## src/rtl/rgb_pwm_driver_pkg.sv

```systemverilog
// Shared constants and types for the RGB PWM LED driver.
// Colour word layout: [23:16]=R, [15:8]=G, [7:0]=B.
package rgb_pwm_driver_pkg;

    localparam int RES_DEF = 8;

    localparam int R_HI = 23;
    localparam int R_LO = 16;
    localparam int G_HI = 15;
    localparam int G_LO = 8;
    localparam int B_HI = 7;
    localparam int B_LO = 0;

    localparam logic [7:0] FULL_ON = 8'hFF;

    typedef enum logic {
        IDLE = 1'b0,
        RUN  = 1'b1
    } state_e;

endpackage

```

## src/rtl/rgb_pwm_driver_pwm_channel.sv

```systemverilog
// One PWM output channel: registered compare of the period counter
// against an 8-bit duty, with a full-on override for duty 8'hFF.
module pwm_channel
    import rgb_pwm_driver_pkg::*;
#(
    parameter int RES = RES_DEF
) (
    input  logic           clk,
    input  logic           rst_n,
    input  logic           en,
    input  logic [RES-1:0] pwm_cnt,
    input  logic [7:0]     duty,
    output logic           led
);

    localparam int W = (RES > 8) ? RES : 8;

    logic [W-1:0] cnt_w;
    logic [W-1:0] duty_w;
    logic         led_d;
    logic         led_q;

    assign cnt_w  = W'(pwm_cnt);
    assign duty_w = W'(duty);
    assign led_d  = en && ((duty == FULL_ON) || (cnt_w < duty_w));

    always_ff @(posedge clk or negedge rst_n) begin
        if (!rst_n) begin
            led_q <= 1'b0;
        end else begin
            led_q <= led_d;
        end
    end

    assign led = led_q;

endmodule

```

## src/rtl/rgb_pwm_driver.sv

```systemverilog
// RGB LED PWM driver: prescaler, period counter, boundary-loaded colour
// shadow, period-start pulse and three PWM channels.
module rgb_pwm_driver
    import rgb_pwm_driver_pkg::*;
#(
    parameter int PRESCALE = 4,
    parameter int RES      = RES_DEF
) (
    input  logic        clk,
    input  logic        rst_n,
    input  logic        en,
    input  logic [23:0] light,
    output logic        led_r,
    output logic        led_g,
    output logic        led_b,
    output logic        pstart
);

    localparam int PW = (PRESCALE > 1) ? $clog2(PRESCALE) : 1;
    localparam logic [PW-1:0]  PRE_MAX = PW'(PRESCALE - 1);
    localparam logic [RES-1:0] CNT_MAX = '1;

    logic [PW-1:0]  pre_cnt_q;
    logic [PW-1:0]  pre_cnt_d;
    logic [RES-1:0] pwm_cnt_q;
    logic [RES-1:0] pwm_cnt_d;
    logic [23:0]    shadow_q;
    logic [23:0]    shadow_d;
    logic           tick;
    logic           boundary;
    state_e         state_q;
    logic           pstart_q;

    assign tick     = (pre_cnt_q == PRE_MAX);
    assign boundary = tick && (pwm_cnt_q == CNT_MAX);

    // Disabled: counters park at zero and the shadow tracks the input,
    // so the first enabled period starts clean with the current colour.
    always_comb begin
        pre_cnt_d = '0;
        pwm_cnt_d = '0;
        shadow_d  = shadow_q;
        if (!en) begin
            shadow_d = light;
        end else begin
            pre_cnt_d = tick ? '0 : pre_cnt_q + 1'b1;
            pwm_cnt_d = tick ? pwm_cnt_q + 1'b1 : pwm_cnt_q;
            if (boundary) begin
                shadow_d = light;
            end
        end
    end

    always_ff @(posedge clk or negedge rst_n) begin
        if (!rst_n) begin
            pre_cnt_q <= '0;
            pwm_cnt_q <= '0;
            shadow_q  <= '0;
        end else begin
            pre_cnt_q <= pre_cnt_d;
            pwm_cnt_q <= pwm_cnt_d;
            shadow_q  <= shadow_d;
        end
    end

    // In IDLE the counters are already zero, so enabling starts a period.
    always_ff @(posedge clk or negedge rst_n) begin
        if (!rst_n) begin
            state_q  <= IDLE;
            pstart_q <= 1'b0;
        end else begin
            unique case (state_q)
                IDLE: begin
                    pstart_q <= en;
                    if (en) begin
                        state_q <= RUN;
                    end
                end
                RUN: begin
                    pstart_q <= en && (pwm_cnt_q == '0) && (pre_cnt_q == '0);
                    if (!en) begin
                        state_q <= IDLE;
                    end
                end
            endcase
        end
    end

    assign pstart = pstart_q;

    pwm_channel #(.RES(RES)) u_ch_r (
        .clk     (clk),
        .rst_n   (rst_n),
        .en      (en),
        .pwm_cnt (pwm_cnt_q),
        .duty    (shadow_q[R_HI:R_LO]),
        .led     (led_r)
    );

    pwm_channel #(.RES(RES)) u_ch_g (
        .clk     (clk),
        .rst_n   (rst_n),
        .en      (en),
        .pwm_cnt (pwm_cnt_q),
        .duty    (shadow_q[G_HI:G_LO]),
        .led     (led_g)
    );

    pwm_channel #(.RES(RES)) u_ch_b (
        .clk     (clk),
        .rst_n   (rst_n),
        .en      (en),
        .pwm_cnt (pwm_cnt_q),
        .duty    (shadow_q[B_HI:B_LO]),
        .led     (led_b)
    );

endmodule

```

## config.mk

```make
export PLATFORM = sky130hd
export DESIGN_NAME = rgb_pwm_driver
export DESIGN_NICKNAME = d
export VERILOG_FILES = /design/src/rtl/rgb_pwm_driver_pkg.sv /design/src/rtl/rgb_pwm_driver_pwm_channel.sv /design/src/rtl/rgb_pwm_driver.sv
export SDC_FILE = /design/constraint.sdc
export NUM_CORES = 1
export LEC_CHECK = 0
export ABC_AREA = 1
export BUFFER_PORTS_ARGS = -buffer_cell sky130_fd_sc_hd__buf_2
export CAP_MARGIN = 20
export CORE_UTILIZATION = 55
export CTS_CLUSTER_DIAMETER = 200
export DETAILED_ROUTE_END_ITERATION = 16
export PLACE_DENSITY_LB_ADDON = 0.25
export SETUP_SLACK_MARGIN = 0.05
export SLEW_MARGIN = 20
export SYNTH_ARGS = -nofsm -noshare
export SYNTH_HDL_FRONTEND = slang
export SYNTH_SLANG_ARGS = --single-unit
```

## constraint.sdc

```tcl
create_clock -name clk -period 1.66 [get_ports clk]
set_input_delay 0.498 -clock clk [delete_from_list [all_inputs] [get_ports clk]]
set_output_delay 0.498 -clock clk [all_outputs]
set_load 0.03 [all_outputs]
```

==> impl_summary.md <==
Floorplanning
The starting density of the core is 0.5727. The die span in y is 66.54 µm. After floorplanning, the core was divided into 23 placement rows. The area enclosed by the die boundary is 0.004428 mm². The core area is 0.004000 mm². The top-level I/O count is 31. In this run the horizontal extent of the chip is 66.54 µm.

Place
After legalization and detailed placement, the total HPWL measured 3150 µm. The count of buffers added on input and output ports is 30. The congestion estimate from routability-driven global placement came to 0.8117.

The post-place setup slack is 0.09341 ns. The placed instances occupy a cell area of 0.002511 mm².

Synthesis
In this run, distinct cell masters in the synthesized netlist total 22. The share of synthesized area in the top cell type comes to 0.4260. Ranked by total cell area, the synthesized netlist is headed by sky130_fd_sc_hd__dfrtp_1 (43%), sky130_fd_sc_hd__ha_1 (14%), sky130_fd_sc_hd__nand2_1 (13%), sky130_fd_sc_hd__inv_1 (7.4%), sky130_fd_sc_hd__o21ai_2 (6.1%). The cell type contributing the most total cell area after synthesis is sky130_fd_sc_hd__dfrtp_1. The post-synthesis net count is 320. The post-synthesis cell count is 268. The number of storage elements in the synthesis netlist is 39. The number of warning messages in the yosys log is 0. The synthesized area divided by synthesized cell count is 8.548 µm². The mapped cell area is 0.002291 mm². The sequential share of the synthesized area is 0.4260.

Route
The routed length on met1 is 2467 µm. The number of DRC markers after the initial detailed-route iteration is 140. In the routed design, unresolved DRC markers number 0. The first TritonRoute pass finished after 4 iterations.

After detailed routing, the met3 layer carries 218 µm of wire. The amount of wire on met2 after detailed routing is 2463 µm. The total via count in the routed design is 1,902.

The average wire per standard cell is 14.30 µm. The count of antenna-violating nets left after detailed routing is 0. Summed over all layers, the routed wires come to 5220 µm. The top routing layer in use is met4.

The routed via count divided by cell count is 5.211.

Cells and area
At the end of the flow the core is filled with cells to 0.6722. 0 antenna diodes ended up in the layout. Counting the fill cells in the layout gives 331. In the final design database the tool counted 368 nets. Summing all non-filler instances in the final layout gives an area of 0.002689 mm². The fraction of layout cells with a size suffix above 1 is 0.2349. The synthesis-to-layout area growth is 17.37%.

Clocking
TritonCTS built the clock tree. For the worst-skew pair, the clock arrives at the later sink with an insertion delay of 0.29 ns. The number of clock sinks seen by CTS is 39. The maximum number of buffers from clock root to sink is 2. The level count of the clock H-tree is 2. The number of buffers added by the clock tree synthesis step is 5.

The clock-pin transition on the worst setup and hold timing paths is 0.07 ns. The clock root buffer master is sky130_fd_sc_hd__clkbuf_8.

STA
The minimum period implied by the final worst setup slack is 1.527 ns. The count of final max-slew check failures was 0. The final total negative setup slack is 0 ns.

The worst clock skew is 0.006094 ns. Static timing analysis puts the maximum clock frequency at 0.6549 GHz. The count of endpoints failing setup in the final report is 0.

The worst hold slack is 0.1543 ns. The worst path setup slack after routing is 0.1330 ns. At the pin with the least slew margin, the transition time is 0.6294 ns.

Setup repair after global routing left no endpoint under its margin. The final hold violation count is 0. Dividing the final minimum period by the clock period gives 0.9199. The remaining max-slew budget at the tightest pin is 0.5804.

GRT
Entering global routing, the biggest net connects 46 pins. The initial antenna violation count is 0. The number of global-route vias before repair is 1,616.

The first-pass GRT wire length is 7445 µm. Summed over all layers, the global routing overflow is 0. In the global route stage, overall resource usage came out at 0.2283.

Critical path
For the worst setup path, the data required time is 1.88 ns. The worst endpoint data arrival time is 1.74 ns. The count of cells along the worst register-to-register path is 8. The critical path capture point type is a flop. The largest fanout of any net on the critical path is 6. The critical path is of the flop to flop type. The worst setup path is launched from a flop.

Pwr
The worst supply voltage drop on vdd is 0.6729 mV. Summed over all cells, the static leakage comes to 1.495 nW. The power density normalized to cell area is 738.8 mW/mm².

Job
Max-cap violations in this run came to 0.

Run status
The flow ran to the end, and the final reports show no timing, DRC or antenna violations.

Hold path
The path class of the tightest hold or removal check is input port to asynchronous set/reset pin.
-- power by group --
group	leakage, nW	switching (W)	total, W	internal (W)
logic	0.973	0.000218	0.000342	0.000124
clock network	0.0371	0.000317	0.000598	0.000280
registers	0.485	0.0000301	0.00105	0.00102
total	1.49	0.000566	0.00199	0.00142
-- metal layers --
| layer | global-route usage | up-vias |
|---|---|---|
| li1 | - | 952 |
| met1 | 0.3167 | 898 |
| met2 | 0.3434 | 46 |
| met3 | 0.03596 | 6 |
| met4 | 0.1117 | 0 |
| met5 | 0 | - |
-- placed cells by master (no fill, tap or decap), types with 2 or more instances in the layout --
cell type	count
sky130_fd_sc_hd__nand2_1	77
sky130_fd_sc_hd__inv_1	45
sky130_fd_sc_hd__dfrtp_1	37
sky130_fd_sc_hd__buf_2	30
sky130_fd_sc_hd__ha_1	24
sky130_fd_sc_hd__o21ai_2	16
sky130_fd_sc_hd__a21oi_1	14
sky130_fd_sc_hd__nor2_1	11
sky130_fd_sc_hd__buf_4	11
sky130_fd_sc_hd__nor3_1	9
sky130_fd_sc_hd__nand3_1	7
sky130_fd_sc_hd__o21ai_0	7
sky130_fd_sc_hd__clkbuf_8	5
sky130_fd_sc_hd__nand4_1	4
sky130_fd_sc_hd__nand2_8	3
sky130_fd_sc_hd__nor4_1	2
sky130_fd_sc_hd__nand2_4	2
sky130_fd_sc_hd__dfrtp_2	2
-- path summary, 6_finish.rpt --
check	start	to	slack [ns]
worst max-delay path	pre_cnt_q[0]$_DFF_PN0_	shadow_q[11]$_DFFE_PN0P_	0.13
worst min-delay path	rst_n	u_ch_b.led$_DFF_PN0_	0.15
worst max register to register	pre_cnt_q[0]$_DFF_PN0_	shadow_q[11]$_DFFE_PN0P_	0.13
worst min register to register	state_q$_DFF_PN0_	pstart$_DFF_PN0_	0.43
max in group asynchronous	rst_n	pwm_cnt_q[5]$_DFFE_PN0P_	1.29
min in group clk	light[8]	shadow_q[8]$_DFFE_PN0P_	0.40
-- cells in the mapped netlist (all sizes together) --
cell and instances:
nand2 78, inv 45, dfrtp 39, ha 25, o21ai 24, a21oi 14, nor2 11, nor3 10
nand3 9, buf 4, nand4 4, nor4 2, and3 1, clkbuf 1, o21bai 1
-- flip-flops by register name (all words and copies together) (netlist names) --
| register | count |
|---|---|
| u_ch_g.led | 1 |
| pre_cnt_q | 2 |
| state_q | 1 |
| pwm_cnt_q | 8 |
| pstart | 1 |
| u_ch_r.led | 1 |
| u_ch_b.led | 1 |
| shadow_q | 24 |
-- what timing repair did --
action,CTS,global route
setup endpoints to repair,0,27
hold buffers,0,0
resized for setup,0,5
setup buffers,0,5
-- cell families (layout without fill, tap and decap cells) --
kind of cell / after synthesis / after routing / share of synthesized area
simple gates: 115 / 119 / 0.2261
buf+inv: 50 / 93 / 0.09885
compound gates: 39 / 39 / 0.1125
flops: 39 / 39 / 0.4260
fa+ha+maj: 25 / 25 / 0.1365
-- final cells by class --
class                   instances  area, µm²  share of cell area
inverters                      45      168.9             0.06282
flip-flops and latches         39      978.4              0.3639
well taps                      50      62.56             0.02327
repair buffers                 42      252.7             0.09400
clock buffers                   6      72.57             0.02699
multi-input cells             183       1154              0.4290
-- stage by stage --
step / power (W) / cells
after floorplan: 0.001282 / 268
after global placement: 0.001375 / 350
after detailed placement: 0.001387 / 350
after CTS: 0.001978 / 356
after global routing: 0.002082 / 365
final: 0.001987 / 365
-- critical path: stages (launching register included) --
cell                      delay (ns)
sky130_fd_sc_hd__dfrtp_1        0.38
sky130_fd_sc_hd__ha_2           0.21
sky130_fd_sc_hd__nand3_2        0.12
sky130_fd_sc_hd__nor3_4         0.18
sky130_fd_sc_hd__nand3_4        0.11
sky130_fd_sc_hd__buf_4          0.20
sky130_fd_sc_hd__nand2_4        0.12
sky130_fd_sc_hd__nand2_1        0.08
sky130_fd_sc_hd__o21ai_2        0.06
(Power assumes the default switching activity.)
